## src/rtl/icache_fetch_ctrl.sv

```systemverilog
// Direct-mapped instruction cache controller: combinational hit lookup,
// single-beat-outstanding line refill, flush and saturating hit/miss counters.
module icache_fetch_ctrl #(
    parameter int unsigned LINES = 16,
    parameter int unsigned WORDS = 4,
    parameter int unsigned CNT_W = 16
) (
    input  logic             clk_i,
    input  logic             rst_i,
    input  logic             cpu_req_i,
    input  logic [31:0]      cpu_addr_i,
    output logic [31:0]      cpu_inst_o,
    output logic             cpu_hit_o,
    output logic             cpu_stall_o,
    input  logic             flush_i,
    output logic             mem_req_o,
    output logic [31:0]      mem_addr_o,
    input  logic             mem_gnt_i,
    input  logic             mem_rvalid_i,
    input  logic [31:0]      mem_rdata_i,
    output logic [CNT_W-1:0] hit_cnt_o,
    output logic [CNT_W-1:0] miss_cnt_o
);

    localparam int unsigned BW = $clog2(WORDS);
    localparam int unsigned OB = BW + 2;
    localparam int unsigned IB = $clog2(LINES);
    localparam int unsigned TW = 32 - OB - IB;

    typedef enum logic [1:0] {IDLE, REQ, WAIT, FILL} state_e;

    state_e           state_q, state_d;
    logic [LINES-1:0] valid_q;
    logic [TW-1:0]    tag_q  [LINES];
    logic [31:0]      data_q [LINES][WORDS];
    logic [31:0]      base_q;
    logic [BW-1:0]    beat_q;
    logic             flush_pend_q;
    logic [CNT_W-1:0] hit_cnt_q, miss_cnt_q;

    logic [BW-1:0]    cpu_word;
    logic [IB-1:0]    cpu_idx, fill_idx;
    logic [TW-1:0]    cpu_tag;
    logic             hit_c;
    logic             miss, data_we, beat_inc, set_valid, clr_valid;
    logic             unused_addr_bits;

    assign cpu_word         = cpu_addr_i[OB-1:2];
    assign cpu_idx          = cpu_addr_i[OB+IB-1:OB];
    assign cpu_tag          = cpu_addr_i[31:OB+IB];
    assign fill_idx         = base_q[OB+IB-1:OB];
    assign unused_addr_bits = ^cpu_addr_i[1:0];

    // Zero-latency lookup; only IDLE may report a hit
    assign hit_c       = cpu_req_i && (state_q == IDLE) && valid_q[cpu_idx]
                         && (tag_q[cpu_idx] == cpu_tag);
    assign cpu_hit_o   = hit_c;
    assign cpu_inst_o  = hit_c ? data_q[cpu_idx][cpu_word] : 32'h0;
    assign cpu_stall_o = cpu_req_i & ~hit_c;
    assign hit_cnt_o   = hit_cnt_q;
    assign miss_cnt_o  = miss_cnt_q;

    always_comb begin
        state_d    = state_q;
        miss       = 1'b0;
        data_we    = 1'b0;
        beat_inc   = 1'b0;
        set_valid  = 1'b0;
        clr_valid  = 1'b0;
        mem_req_o  = 1'b0;
        mem_addr_o = 32'h0;
        case (state_q)
            IDLE: begin
                clr_valid = flush_i;
                if (cpu_req_i && !hit_c) begin
                    miss    = 1'b1;
                    state_d = REQ;
                end
            end
            REQ: begin
                mem_req_o  = 1'b1;
                mem_addr_o = base_q + 32'({beat_q, 2'b00});
                if (mem_gnt_i) state_d = WAIT;
            end
            WAIT: begin
                if (mem_rvalid_i) begin
                    data_we = 1'b1;
                    if (beat_q == BW'(WORDS - 1)) begin
                        state_d = FILL;
                    end else begin
                        beat_inc = 1'b1;
                        state_d  = REQ;
                    end
                end
            end
            FILL: begin
                state_d = IDLE;
                // A flush seen during the refill wins over installing the line
                if (flush_pend_q || flush_i) clr_valid = 1'b1;
                else                         set_valid = 1'b1;
            end
            default: state_d = IDLE;
        endcase
    end

    always_ff @(posedge clk_i or posedge rst_i) begin
        if (rst_i) begin
            state_q      <= IDLE;
            valid_q      <= '0;
            base_q       <= 32'h0;
            beat_q       <= '0;
            flush_pend_q <= 1'b0;
            hit_cnt_q    <= '0;
            miss_cnt_q   <= '0;
        end else begin
            state_q <= state_d;
            if (clr_valid)      valid_q           <= '0;
            else if (set_valid) valid_q[fill_idx] <= 1'b1;
            if (miss) begin
                base_q <= {cpu_addr_i[31:OB], OB'(0)};
                beat_q <= '0;
            end else if (beat_inc) begin
                beat_q <= beat_q + BW'(1);
            end
            if (state_q == FILL)                  flush_pend_q <= 1'b0;
            else if (state_q != IDLE && flush_i)  flush_pend_q <= 1'b1;
            if (hit_c && hit_cnt_q != '1)  hit_cnt_q  <= hit_cnt_q + CNT_W'(1);
            if (miss && miss_cnt_q != '1)  miss_cnt_q <= miss_cnt_q + CNT_W'(1);
        end
    end

    // Tag and data storage carry no reset; valid bits guard them
    always_ff @(posedge clk_i) begin
        if (data_we)   data_q[fill_idx][beat_q] <= mem_rdata_i;
        if (set_valid) tag_q[fill_idx]          <= base_q[31:OB+IB];
    end

endmodule

```

## config.mk

```make
export PLATFORM = sky130hd
export DESIGN_NAME = icache_fetch_ctrl
export DESIGN_NICKNAME = d
export VERILOG_FILES = /design/src/rtl/icache_fetch_ctrl.sv
export SDC_FILE = /design/constraint.sdc
export NUM_CORES = 2
export LEC_CHECK = 0
export CAP_MARGIN = 20
export CORE_UTILIZATION = 55
export CTS_CLUSTER_SIZE = 10
export DETAILED_ROUTE_END_ITERATION = 10
export PLACE_DENSITY_LB_ADDON = 0.1
export RECOVER_POWER = 100
export SLEW_MARGIN = 20
export SYNTH_ARGS = -nofsm -noshare
export SYNTH_HDL_FRONTEND = slang
export SYNTH_SLANG_ARGS = --single-unit
```

## constraint.sdc

```tcl
create_clock -name clk_i -period 5.9 [get_ports clk_i]
set_input_delay 1.18 -clock clk_i [delete_from_list [all_inputs] [get_ports clk_i]]
set_output_delay 1.18 -clock clk_i [all_outputs]
set_load 0.01 [all_outputs]
```

==> flow_metrics.env <==
export IMPL_clockRootBuffer="clkbuf_16"
export IMPL_vias=46100
export IMPL_cp_slowest_cell="or4b_4"
export IMPL_reg2regPathDepth=5
export IMPL_detail_route_first_pass_iterations=7
export IMPL_ys_types=60
export IMPL_syn_to_final_growth_pct=14.9
export IMPL_relSlewSlack_pct=-126
export IMPL_timing_fmax_mhz=168
export IMPL_start_util_pct=55.7
export IMPL_synth_ff_type="edfxtp_1"
export IMPL_r2r_start="state_q[0]"
export IMPL_vdd_drop_max_mv=0.265
export IMPL_rsz0062_at_grt="true"
export IMPL_cts_buffers=304
export IMPL_multi_input_area_um2=21400
export IMPL_max_slew_worst_pin_slew_ps=3380
export IMPL_gr_total_overflow=0
export IMPL_fin_area_um2=112000
export IMPL_finalClockSkew_ps=37.5
export IMPL_cts_max_level=5
export IMPL_p_comb_share_pct=6.7
export IMPL_period_needed_ps=5940
export IMPL_grt_pass1_wl_mm=343
export IMPL_power_density_nw_per_um2=353
export IMPL_fp_coreArea_um2=175000
export IMPL_whs_ps=472
export IMPL_crit_end="cpu_inst_o[21]"
export IMPL_cts_sinks=2513
export IMPL_total_power_mw=39.4
export IMPL_clk_pin_slew_ps=50
export IMPL_ys_ff_latch=2513
export IMPL_grt_use_total_pct=27.2
export IMPL_async_flop_share_pct=3.22
export IMPL_hold_path_cell_count=1
export IMPL_cts_buffer_depth=4
export IMPL_crit_family="buffers and inverters"
export IMPL_min_from="hit_cnt_o[5]"
export IMPL_setup_viol=3
export IMPL_crit_start="cpu_addr_i[5]"
export IMPL_drtAntennaViolNets=0
export IMPL_crit_chain="buf_12, buf_12, buf_4, mux4_2, mux2i_1, mux2i_1, xor2_1, nor2_2, nand4_1, or4b_4, buf_12, a311oi_1, buf_4, clkdlybuf4s50_1"
export IMPL_cp_common_cell="buf_12"
export IMPL_layout_area_seq_um2=75100
export IMPL_drv_cap=126
export IMPL_antenna_found_initial=6
export IMPL_die_x_um=422
export IMPL_drt_wl_total_mm=238
export IMPL_netlist_area_um2=97200
export IMPL_period_share_pct=101
export IMPL_status="finished, violations left"
export IMPL_path_depth=14
export IMPL_fillers=11600
export IMPL_p_leak_nw=35.6
export IMPL_rrSetupSlack_ps=440
export IMPL_arrival_ps=4760
export IMPL_path_buf_inv=6
export IMPL_crit_fanout=18
export IMPL_intPower_mw=30.9
export IMPL_worstReg2RegEnd="data_q[15][73]"
export IMPL_first_iter_violations=5520
export IMPL_clkPwrFrac_pct=40.6
export IMPL_post_dp_cell_area_um2=104000
export IMPL_die_height_um=422
export IMPL_fin_nets=4771
export IMPL_synthCells=4137
export IMPL_drc=0
export IMPL_cts_tree="yes"
export IMPL_drive_gt1_share_pct=28.6
export IMPL_port_buffers=164
export IMPL_grt_max_degree=104
export IMPL_hold_viol=0
export IMPL_fin_util_pct=63.9
export IMPL_dieArea_um2=178000
export IMPL_synth_edf_count=2432
export IMPL_yosysSeqAreaShare_pct=77.2
export IMPL_cts_hold_buf=0
export IMPL_slew_viol_final=4183
export IMPL_setup_ws_ps=-39.3
export IMPL_wl_per_cell_um=33.5
export IMPL_cp_end_kind="output port"
export IMPL_grt_pass1_vias=47200
export IMPL_worstHoldPathType="reg -> reg"
export IMPL_critPathMaxStageDelay_ps=580
export IMPL_viasPerCell=6.49
export IMPL_place_hpwl_mm=130
export IMPL_violations="capacitance limit, slew limit, setup timing"
export IMPL_syn_avg_cell_area_um2=23.5
export IMPL_critPathKind="in -> out"
export IMPL_cp_required_ps=4720
export IMPL_seqPwrFrac_pct=52.7
export IMPL_globalplace_congestion=0.794
export IMPL_p_switching_mw=8.52
export IMPL_swShare_pct=21.6
export IMPL_yosysWarningCount=0
export IMPL_row_count=153
export IMPL_clk_latency_ps=930
export IMPL_io_pins=169
export IMPL_crit_path_start_kind="primary input"
[flip-flops by register name (all words and copies together), names as in the netlist]
register	flops
state_q	2
flush_pend_q	1
miss_cnt_o	16
hit_cnt_o	16
valid_q	16
tag_q	384
beat_q	2
data_q	2048
base_q	28
[power groups by stage]
stage | clock network [mW] | logic (mW) | registers (mW)
floorplan | 0 | 1.44 | 20.8
global placement | 0 | 2.65 | 21.1
detailed placement | 0 | 2.69 | 21.1
CTS | 16.3 | 2.74 | 20.7
global route | 16.9 | 2.81 | 20.8
finish | 16.0 | 2.64 | 20.7
[metrics by stage]
stage	TNS, ps	instances	setup slack (ps)
final	-70.6	7098	-39.3
after global routing	-374	7097	-95.7
after CTS	-97.6	7087	-43.0
after detailed placement	-3160	6688	-292
after global placement	-2450	6687	-292
after floorplan	0	4138	521
[worst min path at each step]
stage | endpoint | slack, ps
2_1_floorplan | valid_q[0] | 470
3_3_place_gp | hit_cnt_o[5] | 470
3_5_place_dp | hit_cnt_o[5] | 480
4_1_cts | hit_cnt_o[5] | 490
5_1_grt | hit_cnt_o[5] | 500
6_report | hit_cnt_o[5] | 470
[what timing repair did]
action,4_1_cts,5_1_grt
setup buffers,7,6
gates resized for setup,33,20
setup endpoints to repair,32,29
pin swaps,2,3
cloned,5,1
[layout make-up]
cell class | count | area share [%]
Antenna cell | 1 | 0.00224
Inverter | 12 | 0.0460
Clock buffer | 377 | 7.25
Timing Repair Buffer | 466 | 3.65
Clock inverter | 10 | 0.0583
Tap cell | 2325 | 2.61
Sequential cell | 2513 | 67.2
Multi-Input combinational cell | 1394 | 19.1
[cell usage in the layout (no fill, tap or decap), types with 5 or more instances in the layout]
cell,n
edfxtp_1,2432
mux4_2,732
clkbuf_16,315
clkbuf_1,185
buf_4,160
nor2_1,101
dfrtp_1,81
clkdlybuf4s50_1,77
mux2i_1,68
nand2_1,66
and2_1,46
nor2b_1,37
dlygate4sd3_1,35
xor2_1,33
xnor2_1,32
nor2_4,31
buf_12,31
nand3_1,27
a211oi_1,25
mux2_1,22
mux2_2,21
and3_1,14
a21oi_1,12
dlymetal6s2s_1,11
inv_1,10
ha_1,10
buf_16,10
nand4_1,9
o21ai_0,8
a211oi_2,8
clkbuf_2,8
o22ai_1,6
nor3_1,6
nand2b_1,5
a22oi_1,5
nor4_2,5
clkinv_1,5
[Yosys cell counts (14+ instances only)]
cell type / instances / area, um^2
xor2_1: 33 / 289
a211oi_1: 25 / 188
mux4_2: 732 / 16500
nor2b_1: 38 / 238
nand3_1: 31 / 155
and3_1: 14 / 87.6
clkbuf_1: 83 / 312
mux2_2: 21 / 236
nand2_1: 66 / 248
buf_2: 73 / 365
buf_1: 35 / 131
xnor2_1: 32 / 280
dfrtp_1: 81 / 2030
buf_6: 15 / 169
mux2i_1: 69 / 691
edfxtp_1: 2432 / 73000
nor2_1: 134 / 503
and2_1: 46 / 288
mux2_1: 22 / 248
[cell families (layout without fill, tap and decap cells)]
logic type	Yosys count	in the layout	share of synthesized area, %
buffers and inverters	231	865	1.15
adder cells (fa/ha/maj)	10	10	0.129
AO/OA/AOI/OAI	104	104	0.824
other	1	3	0.00386
AND/OR/NAND/NOR	369	369	1.89
XOR/XNOR	65	65	0.586
flip-flops	2513	2513	77.2
multiplexers	844	844	18.2
[layer usage]
| metal | vias to the layer above | share of wire, % | GRT usage [%] |
|---|---|---|---|
| met5 | - | 0 | 0 |
| met1 | 25100 | 41 | 39.8 |
| met4 | 0 | 2.1 | 6.70 |
| li1 | 18600 | - | - |
| met2 | 2075 | 49 | 43.5 |
| met3 | 355 | 7.8 | 4.47 |
No activity file was read; power rests on OpenSTA's default activity.
